## config.mk

```make
export PLATFORM = sky130hd
export DESIGN_NAME = shift_unit_iter
export DESIGN_NICKNAME = d
export VERILOG_FILES = /design/src/rtl/shift_unit_iter.sv
export SDC_FILE = /design/constraint.sdc
export NUM_CORES = 1
export LEC_CHECK = 0
export BUFFER_PORTS_ARGS = -buffer_cell sky130_fd_sc_hd__clkbuf_2
export CAP_MARGIN = 20
export CELL_PAD_IN_SITES_DETAIL_PLACEMENT = 0
export CELL_PAD_IN_SITES_GLOBAL_PLACEMENT = 1
export CORE_ASPECT_RATIO = 1.4
export CORE_MARGIN = 1.5
export CORE_UTILIZATION = 45
export CTS_CLUSTER_DIAMETER = 60
export DETAILED_ROUTE_END_ITERATION = 6
export GPL_ROUTABILITY_DRIVEN = 0
export PLACE_DENSITY_LB_ADDON = 0.1
export SKIP_CTS_REPAIR_TIMING = 1
export SYNTH_ARGS = -nofsm -noshare
export SYNTH_HDL_FRONTEND = slang
export SYNTH_SLANG_ARGS = --single-unit
```

## constraint.sdc

```tcl
create_clock -name clock_i -period 6.7 [get_ports clock_i]
set_clock_uncertainty 0.2 [all_clocks]
set_input_delay 0.335 -clock clock_i [delete_from_list [all_inputs] [get_ports clock_i]]
set_output_delay 0.335 -clock clock_i [all_outputs]
set_load 0.01 [all_outputs]
```

## src/rtl/shift_unit_iter.sv

```systemverilog
// Iterative 32-bit shifter: one fixed-distance barrel stage per cycle (16/8/4/2/1),
// with a start/ready request side and a valid/ack result side.
module shift_unit_iter #(
    parameter int WIDTH   = 32,
    parameter int SHAMT_W = 5
) (
    input  logic               clock_i,
    input  logic               reset_ni,
    input  logic               start_i,
    input  logic [1:0]         op_i,
    input  logic [WIDTH-1:0]   data_in_i,
    input  logic [SHAMT_W-1:0] shamt_i,
    output logic               ready_o,
    output logic               busy_o,
    output logic [WIDTH-1:0]   result_o,
    output logic               result_valid_o,
    input  logic               result_ack_i
);

    localparam logic [1:0] OP_SLL = 2'b00;
    localparam logic [1:0] OP_SRA = 2'b01;
    localparam logic [1:0] OP_SRL = 2'b10;

    generate
        if (WIDTH != (1 << SHAMT_W)) begin : g_param_check
            $error("shift_unit_iter: WIDTH must equal 2**SHAMT_W");
        end
    endgenerate

    typedef enum logic [1:0] {
        IDLE  = 2'b00,
        SHIFT = 2'b01,
        DONE  = 2'b10
    } state_t;

    state_t               state_q, state_d;
    logic [WIDTH-1:0]     data_q, data_d;
    logic [SHAMT_W-1:0]   shamt_q, shamt_d;
    logic [1:0]           op_q, op_d;
    logic [SHAMT_W-1:0]   stage_q, stage_d;
    logic [WIDTH-1:0]     result_q, result_d;

    // Candidate value of the working register for every stage; the stage
    // counter picks one per cycle. An unselected shamt bit holds the value.
    logic [SHAMT_W-1:0][WIDTH-1:0] stage_val;
    logic [WIDTH-1:0]              shifted;

    generate
        for (genvar gi = 0; gi < SHAMT_W; gi++) begin : g_stage
            localparam int DIST = 1 << gi;
            assign stage_val[gi] = !shamt_q[gi]     ? data_q :
                                   (op_q == OP_SLL) ? (data_q << DIST) :
                                   (op_q == OP_SRA) ? WIDTH'($signed(data_q) >>> DIST) :
                                   (op_q == OP_SRL) ? (data_q >> DIST) :
                                                      data_q;
        end
    endgenerate

    always_comb begin
        shifted = data_q;
        for (int i = 0; i < SHAMT_W; i++) begin
            if (stage_q == SHAMT_W'(i)) begin
                shifted = stage_val[i];
            end
        end
    end

    always_comb begin
        state_d        = state_q;
        data_d         = data_q;
        shamt_d        = shamt_q;
        op_d           = op_q;
        stage_d        = stage_q;
        result_d       = result_q;
        ready_o        = 1'b0;
        busy_o         = 1'b0;
        result_valid_o = 1'b0;

        unique case (state_q)
            IDLE: begin
                ready_o = 1'b1;
                if (start_i) begin
                    data_d  = data_in_i;
                    shamt_d = shamt_i;
                    op_d    = op_i;
                    stage_d = SHAMT_W'(SHAMT_W - 1);
                    state_d = SHIFT;
                end
            end
            SHIFT: begin
                busy_o = 1'b1;
                data_d = shifted;
                if (stage_q == '0) begin
                    result_d = shifted;
                    state_d  = DONE;
                end else begin
                    stage_d = stage_q - 1'b1;
                end
            end
            DONE: begin
                result_valid_o = 1'b1;
                // start is deliberately ignored here even when ack arrives.
                if (result_ack_i) begin
                    state_d = IDLE;
                end
            end
            default: begin
                state_d = IDLE;
            end
        endcase
    end

    always_ff @(posedge clock_i or negedge reset_ni) begin
        if (!reset_ni) begin
            state_q  <= IDLE;
            data_q   <= '0;
            shamt_q  <= '0;
            op_q     <= '0;
            stage_q  <= '0;
            result_q <= '0;
        end else begin
            state_q  <= state_d;
            data_q   <= data_d;
            shamt_q  <= shamt_d;
            op_q     <= op_d;
            stage_q  <= stage_d;
            result_q <= result_d;
        end
    end

    assign result_o = result_q;

endmodule
```

### After elaboration in Yosys (flattened, before gate mapping)

Index checks and enable logic that the tools add are counted.

| word-level totals | value |
|---|---|
| bits in registers | 78 |
| input port bits | 43 |
| output and inout bits | 35 |
| word-level logic and storage cells | 65 |

| operators by class | value |
|---|---|
| add/subtract/negate cells | 1 |
| equality and inequality tests | 12 |
| mux-type cells | 37 |
| reductions and logical operators | 9 |

Operator list:

| operator | count |
|---|---|
| two-way mux 32 bit | 26 |
| case mux 32 bit (2 select lines) | 1 |
| equality test 5 x 2 -> 1 bit, second input constant | 2 |
| two-way mux 5 bit | 2 |
| case mux 5 bit (2 select lines) | 1 |
| inequality test 2 bit, second input constant | 4 |
| two-way mux 2 bit | 3 |
| case mux 2 bit (3 select lines) | 1 |
| AND reduction 2 bit | 3 |
| AND reduction 3 bit | 2 |
| equality test 5 x 1 -> 1 bit, second input constant | 1 |
| equality test 5 x 3 -> 1 bit, second input constant | 1 |
| logical NOT 5 bit | 1 |
| subtractor 5 x 1 -> 5 bit, second input constant | 1 |
| equality test 2 x 1 -> 1 bit, second input constant | 2 |
| equality test 2 bit, second input constant | 2 |
| logical NOT 2 bit | 2 |
| two-way mux 1 bit | 3 |
| nonzero test 2 bit | 1 |

### Depth between registers and ports, before layout

Gate-level depths: netlist of run 1.

| logic depth | value |
|---|---|
| depth after elaboration | 11 |
| depth in mapped cells | 10 |
| gate-level depth less buffers | 8 |

### Worst setup path before layout of run 1

No wires, ideal clock.

| timing path | value |
|---|---|
| path type | register to register |
| start point | reg stage_q[0] |
| end point | reg data_q[28] |
| library setup time | 0.126 ns |
| data arrival time | 2.348 ns |
| data required time | 6.374 ns |
| slack | 4.026 ns |
| stages on the path, launching flop included | 9 |
| path buffers | 1 |
| period minus slack after synthesis | 2.674 ns |
| cell sequence | dfrtp_1 > inv_1 > ha_1 > or4b_4 > buf_6 > or4_1 > a311oi_1 > a211oi_1 > a221o_1 |

| on the way | value |
|---|---|
| longest elaborated chain between the ends | 7 |
| elaborated cells on any way between the ends | 11 |
| classes of those cells | eq/ne (4); mux (6); reduce/logical (1) |

RTL lines:

| what | line | text |
|---|---|---|
| from (decl) | 40 | `logic [SHAMT_W-1:0] stage_q, stage_d;` |
| from (signal assigned) | 126 | `stage_q <= stage_d;` |
| logical NOT 5 bit | 62 | `if (stage_q == SHAMT_W'(i)) begin` |
| two-way mux 32 bit (4 in series) | 62 |  |
| two-way mux 32 bit (*) | 62 |  |
| case mux 32 bit (2 select lines) (*) | 79 | `unique case (state_q)` |
| to (signal assigned) | 123 | `data_q <= data_d;` |
| to (decl) | 37 | `logic [WIDTH-1:0] data_q, data_d;` |

Mark *: on every way between the ends. The rest lies on a longest branch, timed or not.
A chain may end at the register's enable or synchronous reset.

### Worst setup path in the final report of run 1

| timing path | value |
|---|---|
| start point | reg op_q[0] |
| end point | reg data_q[25] |

| on the way | value |
|---|---|
| longest elaborated chain between the ends | 11 |
| elaborated cells on any way between the ends | 29 |
| classes of those cells | eq/ne (2); mux (26); reduce/logical (1) |

RTL lines:

| what | line | text |
|---|---|---|
| from (decl) | 39 | `logic [1:0] op_q, op_d;` |
| from (signal assigned) | 125 | `op_q <= op_d;` |
| equality test 2 bit | 54 | `(op_q == OP_SRL) ? (data_q >> DIST) :` |
| two-way mux 32 bit | 54 |  |
| two-way mux 32 bit | 53 | `(op_q == OP_SRA) ? WIDTH'($signed(data_q) >>> DIST) :` |
| two-way mux 32 bit | 52 | `(op_q == OP_SLL) ? (data_q << DIST) :` |
| two-way mux 32 bit | 51 | `assign stage_val[gi] = !shamt_q[gi] ? data_q :` |
| two-way mux 32 bit (4 in series) | 62 |  |
| two-way mux 32 bit (*) | 62 |  |
| case mux 32 bit (2 select lines) (*) | 79 |  |

Marks and branches as above.

==> metrics.md, run 1 <==
| Metric | Value |
|---|---|
| CTS max path bufs | 2 |
| DIE AREA | 0.0202 mm2 |
| Number of design rule violations left after detail routing | 25 |
| Worst Reg-to-Reg Cells | 7 |
| Count of flip-flops with a built-in enable after synthesis | 0 |
| Synthesized netlist net count | 1294 |
| Pin count of the biggest net entering global routing | 84 |
| Synth top area cells | dfrtp_1 (22%), a21oi_1 (7.7%), o21ai_0 (6.8%), nand2_1 (6.3%), clkbuf_1 (5.1%) |
| MaxCap Viol Count | 0 |
| Post-layout nets | 1257 |
| Count of warnings emitted by yosys | 0 |
| Detailed-routing iteration count for the pre-antenna-repair pass | 7 |
| Dominant synthesized flop cell | dfrtp_1 |
| Starting Density | 45.7% |
| Starting DRC count in detailed routing | 1811 |
| Transition time at the pin with the least slew margin | 1.13 ns |
| Tightest Hold Check Type | in -> reg |
| Crit Path Category | reg -> reg |
| Via count | 11000 |
| Minimum hold slack | -0.0230 ns |
| Max Clock Freq | 0.259 GHz |
| Worst hold path cell count | 3 |
| Area added between synthesis and finish | 7.27% |
| Row cnt | 60 |
| Worst EP required | 6.78 ns |
| Post-layout util | 49.0% |
| Library cell used as clock root buffer | clkbuf_16 |
| Initial antenna violation count | 1 |
| Post-synthesis instance total | 1246 |
| Clock tree sinks | 78 |
| Max transition margin | 24.4% |
| Violated checks | design-rule violations, negative hold slack |
| Wire length of the first global-routing pass | 65.9 mm |
| Number of routed nets with antenna violations | 0 |
| Accumulated negative setup slack | 0 ns |
| Count of final max-slew check failures | 0 |
| Share of layout cells above drive strength 1 | 11.8% |
| Worst-Skew Late Latency | 0.36 ns |
| Gr usage total | 43.0% |
| Critical register-to-register path startpoint | op_q[0] |
| Capture endpoint of the worst hold path | shamt_q[2] |
| End of the worst register-to-register path | data_q[25] |
| Max Fanout on Critical Path | 76 |
| Endpoint arrival time on the critical path | 3.94 ns |
| Power per Cell Area | 629 mW/mm2 |
| Core region area | 0.0191 mm2 |
| Number of primary I/O pins | 78 |
| Fin worst setup slack | 2.84 ns |
| VDD IR max | 0.000286 V |
| Share of the yosys chip area belonging to registers | 22.4% |
| Detailed-route vias per instance | 7.52 |
| Post-synth top area share | 22.4% |
| DP HPWL | 28.6 mm |
| Share of the cycle needed by the critical path after routing | 57.6% |
| DIE WIDTH | 121 um |
| Pre-CTS WS | 3.04 ns |
| Critical path endpoint category | flop |
| Most common library cell in the layout ignoring fill and taps | nand2_1 |
| Number of buffers inserted by port buffering | 77 |
| Final worst path period need | 3.86 ns |
| Async set or reset register ratio after synthesis | 100% |
| Vias in the first global route | 10400 |
| Chip Height | 168 um |
| Setup crit start kind | flop |
| Synthesized area | 0.00871 mm2 |
| Commonest cells after routing, fill and taps aside | nand2_1 (146), a21oi_1 (134), o21ai_0 (119) |
| Static leakage | 3.63 nW |
| Routed wire length | 43.8 mm |
| WL/cell | 30.0 um |
| Clock H-tree levels | 3 |
| Mean instance size in the synthesized netlist | 6.99 um2 |
| RSZ-0062 raised after global routing | no |
| Leading area contributor after synthesis | dfrtp_1 |
| Hold path start | shamt_i[2] |
| Register-to-register path setup slack | 2.84 ns |
| Final Setup Violations | 0 |
| Result of the run | finished, violations left |
| Number of buffers created by CTS | 9 |
| Hold Fails Final Rpt | 4 |
| Synth Register Bits | 78 |
| Clock tree from TritonCTS | yes |
| Clock Pin Slew Worst Setup and Hold Paths | 0.07 ns |
| Post-synthesis cell type count | 80 |
| Number of antenna repair diodes | 0 |
| Overall overflow remaining after global route | 0 |
worst max-delay path by stage:
stage | depth (start not counted) | endpoint | start | slack (ns)
after floorplan | 8 | data_q[28] | stage_q[0] | 4.03
final | 7 | data_q[25] | op_q[0] | 2.84
after detailed placement | 9 | result_o[24] | stage_q[0] | 3.04
after CTS | 7 | result_o[25] | op_q[0] | 3.02
after global routing | 7 | result_o[0] | op_q[0] | 2.69
after global placement | 9 | result_o[24] | stage_q[0] | 3.08
cell usage after synthesis (6+ instances only):
cell,n
a222oi_1,6
o211ai_1,12
and2_1,6
a221o_1,7
o21ai_1,24
a21o_1,15
buf_1,6
a2bb2oi_1,8
a31oi_1,27
mux2_2,6
nand3_1,9
a21oi_1,134
a211oi_1,46
o31ai_1,18
a22oi_1,18
buf_2,26
inv_1,27
o32ai_1,6
nor2b_1,29
mux2i_1,22
nor3_1,19
o221ai_1,14
and3_1,6
o21ai_0,119
nor4_1,8
nor2_1,61
nand2_1,147
o2111ai_1,6
clkbuf_1,118
a2111oi_0,12
nand2b_1,42
dfrtp_1,78
o22ai_1,22
a311oi_1,13
a221oi_1,36
nand3b_1,7
critical path, cell delays in order (launching register included):
cell      delay, ns
dfrtp_4        0.80
buf_4          0.74
nand2_1        0.29
nand2_1        0.85
a211oi_1       0.24
a31oi_1        0.22
a41oi_1        0.17
a21oi_1        0.20
layer usage:
layer / up-vias / track usage, % / share of wire, %
met5: - / 0 / 0.018
met4: 2 / 24.9 / 6.5
met3: 231 / 13.6 / 14
met2: 1009 / 62.3 / 42
met1: 5102 / 56.0 / 37
li1: 4649 / - / -
registers in the layout, summed over array words and instances (netlist names):
register  count
state_q       2
data_q       32
shamt_q       5
stage_q       5
op_q          2
result_o     32
final cells by class:
class                           count  area (um2)
Fill cell                        2022        9730
Multi-Input combinational cell    985        6060
Sequential cell                    78        1960
Timing Repair Buffer              104         603
Tap cell                          248         310
Clock buffer                       10         229
Inverter                           31         116
Clock inverter                      5        60.1
through the flow:
stage	instances	power (mW)	instance area (um2)
after floorplan	1246	3.74	8710
after global placement	1443	5.10	9020
after detailed placement	1443	5.09	9020
after CTS	1458	5.62	9310
after global routing	1461	6.12	9340
final	1461	5.87	9340
cells by family after synthesis:
kind of cell	count (synthesis)	synth area share, %
muxes	29	3.43
buffers and inverters	183	8.39
AOI/OAI and AO/OA	586	44.3
xor gates and xnor gates	5	0.503
and+or+nand+nor	360	20.3
DFF	78	22.4
adders and majority gates	5	0.718
where the power goes:
| part | switching (mW) | leakage [nW] | total [mW] | internal, mW |
|---|---|---|---|---|
| clock network | 0.219 | 0.139 | 0.507 | 0.288 |
| logic | 2.56 | 2.53 | 3.87 | 1.31 |
| registers | 0.804 | 0.966 | 1.50 | 0.695 |
Note: power is estimated with default switching activity, not from simulation.
==> run 2: changes to the inputs <==
==> constraint.sdc (replaced) <==
create_clock -name clock_i -period 3.7 [get_ports clock_i]
set_clock_uncertainty 0.2 [all_clocks]
set_input_delay 0.185 -clock clock_i [delete_from_list [all_inputs] [get_ports clock_i]]
set_output_delay 0.185 -clock clock_i [all_outputs]
set_load 0.01 [all_outputs]
==> metrics.md, run 2 (synthesized netlist as in run 1, its figures left out) <==
| Metric | Value |
|---|---|
| Most common library cell in the layout ignoring fill and taps | nand2_1 (unchanged) |
| Register-to-register path setup slack | 0.38 ns (was 2.84 ns) |
| Inst Count DP | 1493 (was 1443) |
| Number of primary I/O pins | 78 (unchanged) |
| MaxCap Viol Count | 0 (unchanged) |
| DP HPWL | 31.2 mm (was 28.6 mm) |
| Buf+Inv Stages, Crit Path | 1 (unchanged) |
| Post-layout util | 52.6% (was 49.0%) |
| Static leakage | 3.99 nW (was 3.63 nW) |
| Total power | 11.2 mW (was 5.87 mW) |
| Pin count of the biggest net entering global routing | 65 (was 84) |
| Number of buffers created by CTS | 9 (unchanged) |
| Row cnt | 60 (unchanged) |
| Count of final max-slew check failures | 0 (unchanged) |
| Number of routed nets with antenna violations | 0 (unchanged) |
| Ordered list of cells on the worst path | inv_1, ha_1, or4b_4, nor3_2, a311oi_1, a2111oi_0, a221oi_1, o21ai_0 (was buf_4, nand2_1, nand2_1, a211oi_1, a31oi_1, a41oi_1, a21oi_1) |
| Detailed-routing iteration count for the pre-antenna-repair pass | 7 (unchanged) |
| Initial antenna violation count | 1 (unchanged) |
| Accumulated negative setup slack | 0 ns (unchanged) |
| Gr usage total | 44.2% (was 43.0%) |
| Area taken by flip-flops and latches | 0.00196 mm2 (unchanged) |
| Starting DRC count in detailed routing | 2114 (was 1811) |
| Chip Height | 168 um (unchanged) |
| DIE AREA | 0.0202 mm2 (unchanged) |
| DIE WIDTH | 121 um (unchanged) |
| Multi-input logic area | 0.00606 mm2 (unchanged) |
| Share of layout cells above drive strength 1 | 15.1% (was 11.8%) |
| VDD IR max | 0.000513 V (was 0.000286 V) |
| Final Setup Violations | 0 (unchanged) |
| Via count | 11400 (was 11000) |
| Max transition margin | 29.8% (was 24.4%) |
| Crit Path Category | reg -> reg (unchanged) |
| Library cell used as clock root buffer | clkbuf_16 (unchanged) |
| Core region area | 0.0191 mm2 (unchanged) |
| Final worst path period need | 3.32 ns (was 3.86 ns) |
| Worst EP required | 3.78 ns (was 6.78 ns) |
| Routed wire length | 45.3 mm (was 43.8 mm) |
| Hold Fails Final Rpt | 1 (was 4) |
| Clock H-tree levels | 3 (unchanged) |
| Result of the run | finished, violations left (unchanged) |
| CTS max path bufs | 2 (unchanged) |
| Slowest cell delay on critical path | 0.68 ns (was 0.85 ns) |
| Filler instances | 1938 (was 2022) |
| Post-layout nets | 1331 (was 1257) |
| Vias in the first global route | 10700 (was 10400) |
| Commonest cells after routing, fill and taps aside | nand2_1 (146), a21oi_1 (134), o21ai_0 (119) (unchanged) |
| Non-filler cells, final | 1536 (was 1461) |
| Clock Pin Slew Worst Setup and Hold Paths | 0.08 ns (was 0.07 ns) |
| Share of the cycle needed by the critical path after routing | 89.8% (was 57.6%) |
| Overall overflow remaining after global route | 0 (unchanged) |
| Transition time at the pin with the least slew margin | 1.05 ns (was 1.13 ns) |
| Area added between synthesis and finish | 15.1% (was 7.27%) |
| Detailed-route vias per instance | 7.42 (was 7.52) |
| Tightest Hold Check Type | in -> reg (unchanged) |
| Wire length of the first global-routing pass | 67.7 mm (was 65.9 mm) |
| Family of cells with the greatest summed delay on the critical path | simple AND/OR/NAND/NOR gates (unchanged) |
| Number of design rule violations left after detail routing | 0 (was 25) |
| RSZ-0062 raised after global routing | no (unchanged) |
| Max Fanout on Critical Path | 11 (was 76) |
| Endpoint arrival time on the critical path | 3.41 ns (was 3.94 ns) |
| Critical path endpoint category | flop (unchanged) |
| Clock tree sinks | 78 (unchanged) |
| Starting Density | 45.7% (unchanged) |
| Power per Cell Area | 1120 mW/mm2 (was 629 mW/mm2) |
| Worst-Skew Late Latency | 0.37 ns (was 0.36 ns) |
| Violated checks | negative hold slack (was design-rule violations, negative hold slack) |
| Number of buffers inserted by port buffering | 77 (unchanged) |
| WL/cell | 29.5 um (was 30.0 um) |
| Minimum hold slack | -0.0268 ns (was -0.0230 ns) |
| Cell type of the slowest stage on the worst timing path | nor3_2 (was nand2_1) |
| Clock tree from TritonCTS | yes (unchanged) |
| Number of antenna repair diodes | 0 (unchanged) |
| Max Clock Freq | 0.301 GHz (was 0.259 GHz) |
| Setup crit start kind | flop (unchanged) |
[run 2: worst reg2reg max path: stages (launching register included)]
cell and delay, ns:
dfrtp_1 0.43, inv_1 0.15, ha_1 0.23, or4b_4 0.59
nor3_2 0.68, a311oi_1 0.25, a2111oi_0 0.36, a221oi_1 0.16
o21ai_0 0.18
[run 2: report_power, final]
part	switching (mW)	total [mW]	internal (mW)
clock network	0.456	0.928	0.471
registers	1.26	2.53	1.26
logic	5.03	7.77	2.74
total	6.75	11.2	4.47
[run 2: path summary, 6_finish.rpt]
kind | startpoint | end | cells after the start
min reg2reg | result_o[15] | result_o[15] | 1
max reg2reg | stage_q[0] | result_o[31] | 8
max | stage_q[0] | result_o[31] | 8
min | data_in_i[23] | data_q[23] | 4
min in group asynchronous | reset_ni | data_q[5] | 2
max in group asynchronous | reset_ni | data_q[21] | 3
[run 2: through the flow]
step	worst slack (ns)	area (um2)
after floorplan	1.03	8710
after global routing	0.239	10000
final	0.376	10000
after CTS	0.556	9760
after global placement	0.654	9470
after detailed placement	0.590	9470
[run 2: final cells by class]
type / count / share of cell area, %
repair buffers: 178 / 12.9
well taps: 248 / 3.09
clock inverters: 7 / 0.636
multi-input cells: 985 / 60.5
flip-flops and latches: 78 / 19.5
inverters: 31 / 1.16
clock buffers: 9 / 2.25
[run 2: layer usage]
metal  GRT usage (%)  up-vias  part of all wire (%)
li1                -     4797                     -
met1            58.0     5327                    37
met2            63.3     1006                    41
met3            13.2      270                    14
met4            27.1        2                   7.8
met5               0        -                 0.040
